### config.mk
export PLATFORM = sky130hd
export DESIGN_NAME = bin_2_bcd_seq_flat
export DESIGN_NICKNAME = d
export VERILOG_FILES = /design/src/rtl/bin_2_bcd_seq_if.sv /design/src/rtl/bin_2_bcd_seq.sv /design/src/flat_wrapper.sv
export SDC_FILE = /design/constraint.sdc
export NUM_CORES = 1
export LEC_CHECK = 0
export BUFFER_PORTS_ARGS = -buffer_cell sky130_fd_sc_hd__buf_4
export CAP_MARGIN = 0
export CORE_MARGIN = 3
export CORE_UTILIZATION = 50
export CTS_CLUSTER_DIAMETER = 120
export DETAILED_ROUTE_END_ITERATION = 16
export PLACE_DENSITY = 0.67
export SETUP_SLACK_MARGIN = 0.15
export SLEW_MARGIN = 20
export SYNTH_ARGS = -nofsm -noshare
export SYNTH_HDL_FRONTEND = slang
export SYNTH_SLANG_ARGS = --single-unit
### constraint.sdc
create_clock -name CLK_i -period 2.6 [get_ports CLK_i]
set_input_delay 0.26 -clock CLK_i [delete_from_list [all_inputs] [get_ports CLK_i]]
set_output_delay 0.26 -clock CLK_i [all_outputs]
set_load 0.1 [all_outputs]
### src/rtl/bin_2_bcd_seq_if.sv
// Handshake and result bus for the sequential binary-to-BCD converter.
// The requester uses the master modport and the converter uses the slave modport.
interface bin_2_bcd_seq_if #(
   parameter int BIN_W  = 12,
   parameter int DIGITS = 4
);
   logic                  START_i;
   logic [BIN_W-1:0]      IN_i;
   logic [4*DIGITS-1:0]   OUT_o;
   logic                  BUSY_o;
   logic                  DONE_o;
   logic                  OVF_o;

   modport master (output START_i, IN_i, input OUT_o, BUSY_o, DONE_o, OVF_o);
   modport slave  (input START_i, IN_i, output OUT_o, BUSY_o, DONE_o, OVF_o);
endinterface

### src/rtl/bin_2_bcd_seq.sv
// Sequential binary-to-BCD converter (double dabble, one bit per clock).
// It has a start/busy/done handshake, a held result, and a sticky overflow flag.
// Optional macro BIN_2_BCD_BLANK_EN: leading zero digits of the loaded result
// become 4'hF, which the 7-segment decoder shows as blank. Digit 0 is never blanked.
module bin_2_bcd_seq #(
   parameter int BIN_W  = 12,
   parameter int DIGITS = 4
) (
   input  logic             CLK_i,
   input  logic             RST_N_i,
   bin_2_bcd_seq_if.slave   bus
);
   localparam int BW = 4 * DIGITS;
   localparam int CW = $clog2(BIN_W + 1);

   typedef enum logic [1:0] {IDLE, SHIFT, DONE} state_t;

   state_t             state, state_nxt;
   logic               load;
   logic [BIN_W-1:0]   bin_q, bin_nxt;
   logic [BW-1:0]      bcd_q, bcd_nxt, adj, out_nxt;
   logic               carry_q;
   logic [CW-1:0]      count_q;
   logic [BW-1:0]      out_q;
   logic               ovf_q, done_q;
   logic [BW+BIN_W-1:0] sh;

   assign bus.OUT_o  = out_q;
   assign bus.OVF_o  = ovf_q;
   assign bus.DONE_o = done_q;
   assign bus.BUSY_o = (state == SHIFT);

   // State register.
   always_ff @(posedge CLK_i or negedge RST_N_i) begin
      if (!RST_N_i) state <= IDLE;
      else          state <= state_nxt;
   end

   // Next-state logic. A start request is accepted in IDLE and in DONE, so
   // conversions can run back to back.
   always_comb begin
      state_nxt = state;
      load      = 1'b0;
      unique case (state)
         IDLE: if (bus.START_i) begin
            load      = 1'b1;
            state_nxt = SHIFT;
         end
         SHIFT: if (count_q == CW'(1)) state_nxt = DONE;
         DONE: begin
            load      = bus.START_i;
            state_nxt = bus.START_i ? SHIFT : IDLE;
         end
         default: state_nxt = IDLE;
      endcase
   end

   // Add 3 to each digit that is 5 or more, then shift {bcd, bin} left by one bit.
   // The bit that leaves the top digit is the decimal carry worth 10^DIGITS.
   always_comb begin
      adj = bcd_q;
      for (int i = 0; i < DIGITS; i++)
         if (bcd_q[4*i +: 4] >= 4'd5) adj[4*i +: 4] = bcd_q[4*i +: 4] + 4'd3;
      sh      = {adj, bin_q} << 1;
      bcd_nxt = sh[BW+BIN_W-1:BIN_W];
      bin_nxt = sh[BIN_W-1:0];
   end

   // Formats the result that DONE loads into the output register.
   always_comb begin
      out_nxt = bcd_q;
`ifdef BIN_2_BCD_BLANK_EN
      begin
         logic lead;
         lead = 1'b1;
         for (int i = DIGITS - 1; i >= 1; i--) begin
            if (lead && bcd_q[4*i +: 4] == 4'd0) out_nxt[4*i +: 4] = 4'hF;
            else                                lead = 1'b0;
         end
      end
`endif
   end

   // Working registers: load on an accepted start, shift once per SHIFT cycle.
   always_ff @(posedge CLK_i or negedge RST_N_i) begin
      if (!RST_N_i) begin
         bin_q   <= '0;
         bcd_q   <= '0;
         carry_q <= 1'b0;
         count_q <= '0;
      end else if (load) begin
         bin_q   <= bus.IN_i;
         bcd_q   <= '0;
         carry_q <= 1'b0;
         count_q <= CW'(BIN_W);
      end else if (state == SHIFT) begin
         bin_q   <= bin_nxt;
         bcd_q   <= bcd_nxt;
         carry_q <= carry_q | adj[BW-1];
         count_q <= count_q - CW'(1);
      end
   end

   // Result registers: updated only when leaving DONE. DONE_o marks the update.
   always_ff @(posedge CLK_i or negedge RST_N_i) begin
      if (!RST_N_i) begin
         out_q  <= '0;
         ovf_q  <= 1'b0;
         done_q <= 1'b0;
      end else begin
         done_q <= (state == DONE);
         if (state == DONE) begin
            out_q <= out_nxt;
            ovf_q <= carry_q;
         end
      end
   end
endmodule

### src/flat_wrapper.sv
// flat-port wrapper written by rule: the top's interface ports become plain ports
module bin_2_bcd_seq_flat 
#(
   parameter int BIN_W  = 12,
   parameter int DIGITS = 4
)
  (CLK_i, RST_N_i, bus_START_i, bus_IN_i, bus_OUT_o, bus_BUSY_o, bus_DONE_o, bus_OVF_o);
  bin_2_bcd_seq_if #(.BIN_W(BIN_W), .DIGITS(DIGITS)) bus_i ();
  input  logic CLK_i;
  input  logic RST_N_i;
  input wire logic [$bits(bus_i.START_i)-1:0] bus_START_i;
  input wire logic [$bits(bus_i.IN_i)-1:0] bus_IN_i;
  output wire logic [$bits(bus_i.OUT_o)-1:0] bus_OUT_o;
  output wire logic [$bits(bus_i.BUSY_o)-1:0] bus_BUSY_o;
  output wire logic [$bits(bus_i.DONE_o)-1:0] bus_DONE_o;
  output wire logic [$bits(bus_i.OVF_o)-1:0] bus_OVF_o;
  assign bus_i.START_i = bus_START_i;
  assign bus_i.IN_i = bus_IN_i;
  assign bus_OUT_o = bus_i.OUT_o;
  assign bus_BUSY_o = bus_i.BUSY_o;
  assign bus_DONE_o = bus_i.DONE_o;
  assign bus_OVF_o = bus_i.OVF_o;
  bin_2_bcd_seq #(.BIN_W(BIN_W), .DIGITS(DIGITS)) u_core (.CLK_i(CLK_i), .RST_N_i(RST_N_i), .bus(bus_i));
endmodule
# After elaboration in Yosys (flattened, before gate mapping)
# Cells that the tools add are included.
[word_totals]
ff_bits = 53
input_bits = 15
out_inout_bits = 19
elab_cells = 44
[classes]
add_sub_neg = 5
order_cmp = 4
eq_ne = 5
muxes = 18
n_bitwise = 1
reduce_logical = 3
[op_table]
columns = ["cell", "n"]
rows = [
  ["16-bit two-way mux", 2],
  ["12-bit two-way mux", 2],
  ["4-bit two-way mux", 6],
  ["4-bit by 2-bit adder with 4-bit output (second input constant)", 4],
  ["4-bit by 3-bit >= comparator with 1-bit output (second input constant)", 4],
  ["2-bit case mux with 3 select lines", 1],
  ["4-bit by 1-bit == test with 1-bit output (second input constant)", 1],
  ["1-bit two-way mux", 4],
  ["2-bit two-way mux", 2],
  ["4-bit by 1-bit subtractor with 4-bit output (second input constant)", 1],
  ["2-bit by 1-bit == test with 1-bit output (second input constant)", 1],
  ["2-bit == test (second input constant)", 1],
  ["2-bit logical NOT", 1],
  ["2-bit by 1-bit inequality test with 1-bit output (second input constant)", 1],
  ["2-bit inequality test (second input constant)", 1],
  ["1-bit case mux with 2 select lines", 1],
  ["2-bit AND reduction", 1],
  ["2-bit nonzero test", 1],
  ["1-bit OR", 1],
]

# Logic depth before layout (Yosys ltp)
[logic_depth]
ltp_word = 5
mapped_depth = 7
depth_no_buf = 6

# Worst setup path after synthesis
# OpenSTA, ideal clock, no wires.
[synth_path]
path_type = "flip-flop to flip-flop"
startpoint = "reg u_core.bcd_q[12]"
endpoint = "reg u_core.bcd_q[14]"
setup_ns = 0.066
t_arrival_ns = 1.237
required_time_ns = 2.534
slack_ns = 1.297
path_stages_with_launch = 7
path_buffers = 0
synth_period_minus_slack_ns = 1.303
cell_sequence = "dfrtp_1 > inv_1 > ha_1 > nand2b_1 > a21oi_2 > mux2i_1 > a22o_1"
[synth_between]
elab_chain_len = 4
elab_cells_between_ends = 5
classes_between = "add/sub (1); order compare (1); mux (3)"
[synth_lines]
columns = ["element", "line_no", "rtl"]
rows = [
  ["start, declared", "bin_2_bcd_seq.sv:21", "logic [BW-1:0] bcd_q, bcd_nxt, adj, out_nxt;"],
  ["start signal, assigned", "bin_2_bcd_seq.sv:98", "bcd_q <= bcd_nxt;"],
  ["4-bit by 2-bit adder with 4-bit output / 4-bit by 3-bit >= comparator with 1-bit output (equally long branches)", "bin_2_bcd_seq.sv:63", "if (bcd_q[4*i +: 4] >= 4'd5) adj[4*i +: 4] = bcd_q[4*i +: 4] + 4'd3;"],
  ["4-bit two-way mux *", "bin_2_bcd_seq.sv:63", ""],
  ["16-bit two-way mux *", "bin_2_bcd_seq.sv:96", "end else if (state == SHIFT) begin"],
  ["16-bit two-way mux *", "bin_2_bcd_seq.sv:91", "end else if (load) begin"],
]
# Every way passes the cells marked *; elsewhere a longest branch is shown, timed or not. The select of a mux whose other input is x is not followed.
# A chain may end at the register's enable or synchronous reset.

# Worst setup path after layout
[layout_path]
startpoint = "reg u_core.state[1]"
endpoint = "out bus_BUSY_o"
[layout_between]
elab_chain_len = 1
[layout_lines]
columns = ["element", "line_no", "rtl"]
rows = [
  ["start, declared", "bin_2_bcd_seq.sv:18", "state_t state, state_nxt;"],
  ["start signal, assigned", "bin_2_bcd_seq.sv:36", "else state <= state_nxt;"],
  ["2-bit by 1-bit == test with 1-bit output", "bin_2_bcd_seq.sv:31", "assign bus.BUSY_o = (state == SHIFT);"],
  ["end, declared", "flat_wrapper.sv:14", "output wire logic [$bits(bus_i.BUSY_o)-1:0] bus_BUSY_o;"],
]
# No other way between the ends.

==> impl_metrics.py <==
metrics = {
    "drt": {
        "wire_per_inst_microns": 13.5,
        "drcViolationCount": 0,
        "routed_via_density": 5.29,
        "vias": 1649,
        "dr.pass1.iters": 4,
        "drt-initial-drc-count": 87,
        "ant_nets": 0,
        "routed_wl_microns": 4200,
    },
    "timing": {
        "hold_violations": 28,
        "fin_crit_ns": 1.70,
        "worst_pin_slew_ns": 0.850,
        "finalSetupTns_ns": 0,
        "min_period_over_period_pct": 65.3,
        "fin_skew_ns": 0.00514,
        "setup_slack_ns": 0.902,
        "fmaxAchievable_mhz": 589,
        "holdWs_ns": -0.0107,
        "max-slew-margin-rel_pct": 43.3,
        "maxSlewViolCount": 0,
        "rsz0062_at_grt": "false",
        "setup_viol": 0,
    },
    "yosys": {
        "synth_edf_count": 0,
        "synth.most_common_cell": "dfrtp_1",
        "synth_top_area_share_pct": 53.5,
        "syn_avg_cell_area_sq_um": 11.6,
        "ys_types": 30,
        "yosysWarnings": 0,
        "synth-main-ff-cell": "dfrtp_1",
        "async_flop_share_pct": 100,
        "synth_cells": 213,
        "synth-seq-cells": 53,
        "ys_top_cells_by_area": "dfrtp_1 53%, nand2_1 5.1%, ha_1 5.0%, a22oi_1 3.3%, mux2_1 2.7%",
        "ys_seq_area_share_pct": 53.5,
        "synth_fp_nets": 238,
        "synth_common_cells": "53 x dfrtp_1, 34 x nand2_1, 12 x o21ai_0",
        "synth_top_cell_by_area": "dfrtp_1",
        "synth_area_sq_um": 2480,
    },
    "cts": {
        "clock-sinks": 53,
        "h-tree-depth": 2,
        "cts.reportedPaths.clkPinSlew_ns": 0.09,
        "cts_tree": "yes",
        "cts_resized": 0,
        "clockBufferDepth": 2,
        "insertion_delay_ns": 0.30,
        "ctsHoldBuffers": 0,
        "cts_buffers": 5,
        "post_cts_buffers": 0,
        "cts.root.buffer_cell": "clkbuf_8",
    },
    "worst_setup_path": {
        "crit_required_ns": 2.34,
        "cp_slowest_cell": "dfrtp_1",
        "start_kind": "flip-flop",
        "setup.worst_path.start": "u_core.state[1]",
        "criticalPathCategory": "flip-flop to output port",
        "arrival_ns": 1.44,
        "cpPeakStageDelay_ns": 0.38,
        "worst_setup_path_end_kind": "output port",
        "worstPathCellList": "nand2b_1, inv_6, buf_4",
        "crit_end": "bus_BUSY_o",
        "cp_max_fo": 25,
        "r2r_start": "u_core.state[0]",
        "reg2regPathDepth": 4,
        "worstReg2RegEnd": "u_core.bus.OUT_o[12]",
        "rrSetupSlack_ns": 1.05,
    },
    "global_routing": {
        "overflow": 0,
        "antenna_found_initial": 0,
        "groute.usage.overall_pct": 15.7,
        "grt_pass1_vias": 1575,
        "grt_pass1_wl_microns": 7410,
        "grt_max_degree": 54,
    },
    "die": {
        "fp.coreArea_sq_um": 4750,
        "start_util_pct": 52.2,
        "die_area_sq_um": 5840,
        "die_h_microns": 76.4,
        "pin_count": 34,
        "fp-row-count": 25,
        "die_w_microns": 76.4,
    },
    "final_layout": {
        "final.fill_count": 436,
        "antenna-diode-count": 0,
        "layout-drive-gt1-share_pct": 22.0,
        "fin_nets": 270,
        "multi_input_area_sq_um": 1000,
        "syn_to_final_growth_pct": 13.4,
        "seq_area_sq_um": 1330,
    },
    "placement": {
        "dp_slack_ns": 0.962,
        "gp_congestion": 0.748,
        "dp_hpwl_microns": 2870,
        "port_buffers": 33,
    },
    "status": {
        "status": "finished with violations",
        "failed_checks": "hold timing",
    },
    "hold_path": {
        "hp-class": "input pin to asynchronous set/reset pin",
    },
    "job": {
        "drv_cap": 0,
    },
}
-- layer usage --
metal | global-route usage [%] | vias to the layer above | share of wire, %
li1 | - | 811 | -
met1 | 21.0 | 806 | 46
met2 | 26.0 | 28 | 49
met3 | 3.90 | 4 | 4.3
met4 | 3.26 | 0 | 0.74
met5 | 0 | - | 0
-- registers in the layout (all words and copies together), names as in the netlist --
signal and flops:
u_core.bcd_q 16, u_core.bin_q 12, u_core.bus.DONE_o 1, u_core.bus.OUT_o 16
u_core.bus.OVF_o 1, u_core.carry_q 1, u_core.count_q 4, u_core.state 2
-- logic make-up after synthesis --
family	share of synthesized area, %
muxes	6.15
and+or+nand+nor	11.7
adders and majority gates	5.04
xor gates and xnor gates	1.76
AOI/OAI and AO/OA	15.8
DFF	53.5
buffers and inverters	6.10
-- per-stage QoR --
| stage | util (%) | cell area, sq um | hold slack (ns) | cells |
|---|---|---|---|---|
| floorplan | - | 2480 | -0.0356 | 213 |
| global placement | 57.3 | 2730 | 0.342 | 305 |
| detailed placement | 57.3 | 2730 | 0.339 | 305 |
| CTS | 59.2 | 2810 | 0.00803 | 312 |
| global route | 59.2 | 2810 | 0.0345 | 312 |
| finish | 59.2 | 2810 | -0.0107 | 312 |
-- worst max-delay path, delay by kind of cell, from the launching register on --
| family | cells | cell delay, ns |
|---|---|---|
| buffers and inverters | 2 | 0.55 |
| flip-flops | 1 | 0.38 |
| AND/OR/NAND/NOR | 1 | 0.21 |
-- layout make-up --
cell class                 instances  share of cell area [%]
inverter                          12                    1.78
timing repair buffer              35                    9.34
clock buffer                       7                    3.07
sequential                        53                    47.2
multi-input combinational        138                    35.7
tap                               67                    2.98
-- cell usage in the layout (no fill, tap or decap), types with 5 or more instances in the layout --
cell / netlist / routed
a22oi_1: 11 / 11
clkbuf_8: 0 / 6
o21ai_0: 12 / 12
buf_4: 0 / 35
a22o_1: 5 / 5
ha_1: 10 / 10
nor3b_1: 5 / 5
nand2_1: 34 / 34
mux2_1: 6 / 6
nand2b_1: 6 / 6
dfrtp_1: 53 / 53
o21ai_1: 5 / 5
inv_1: 11 / 11
xnor2_1: 5 / 5
a21oi_1: 5 / 5
o22ai_1: 8 / 8
-- worst min path at each step --
| stage | endpoint | startpoint | cells after the start |
|---|---|---|---|
| after global routing | u_core.bus.OUT_o[5] | RST_N_i | 1 |
| after detailed placement | u_core.bus.OUT_o[5] | RST_N_i | 1 |
| after CTS | u_core.bus.OUT_o[5] | RST_N_i | 1 |
| after global placement | u_core.bus.OUT_o[7] | RST_N_i | 1 |
| after floorplan | u_core.bcd_q[0] | RST_N_i | 0 |
| final | u_core.bus.OUT_o[5] | RST_N_i | 1 |
Power is left out: the tool's default activity adds up to more than one toggle a clock period on the data nets, which glitch-free logic cannot reach.
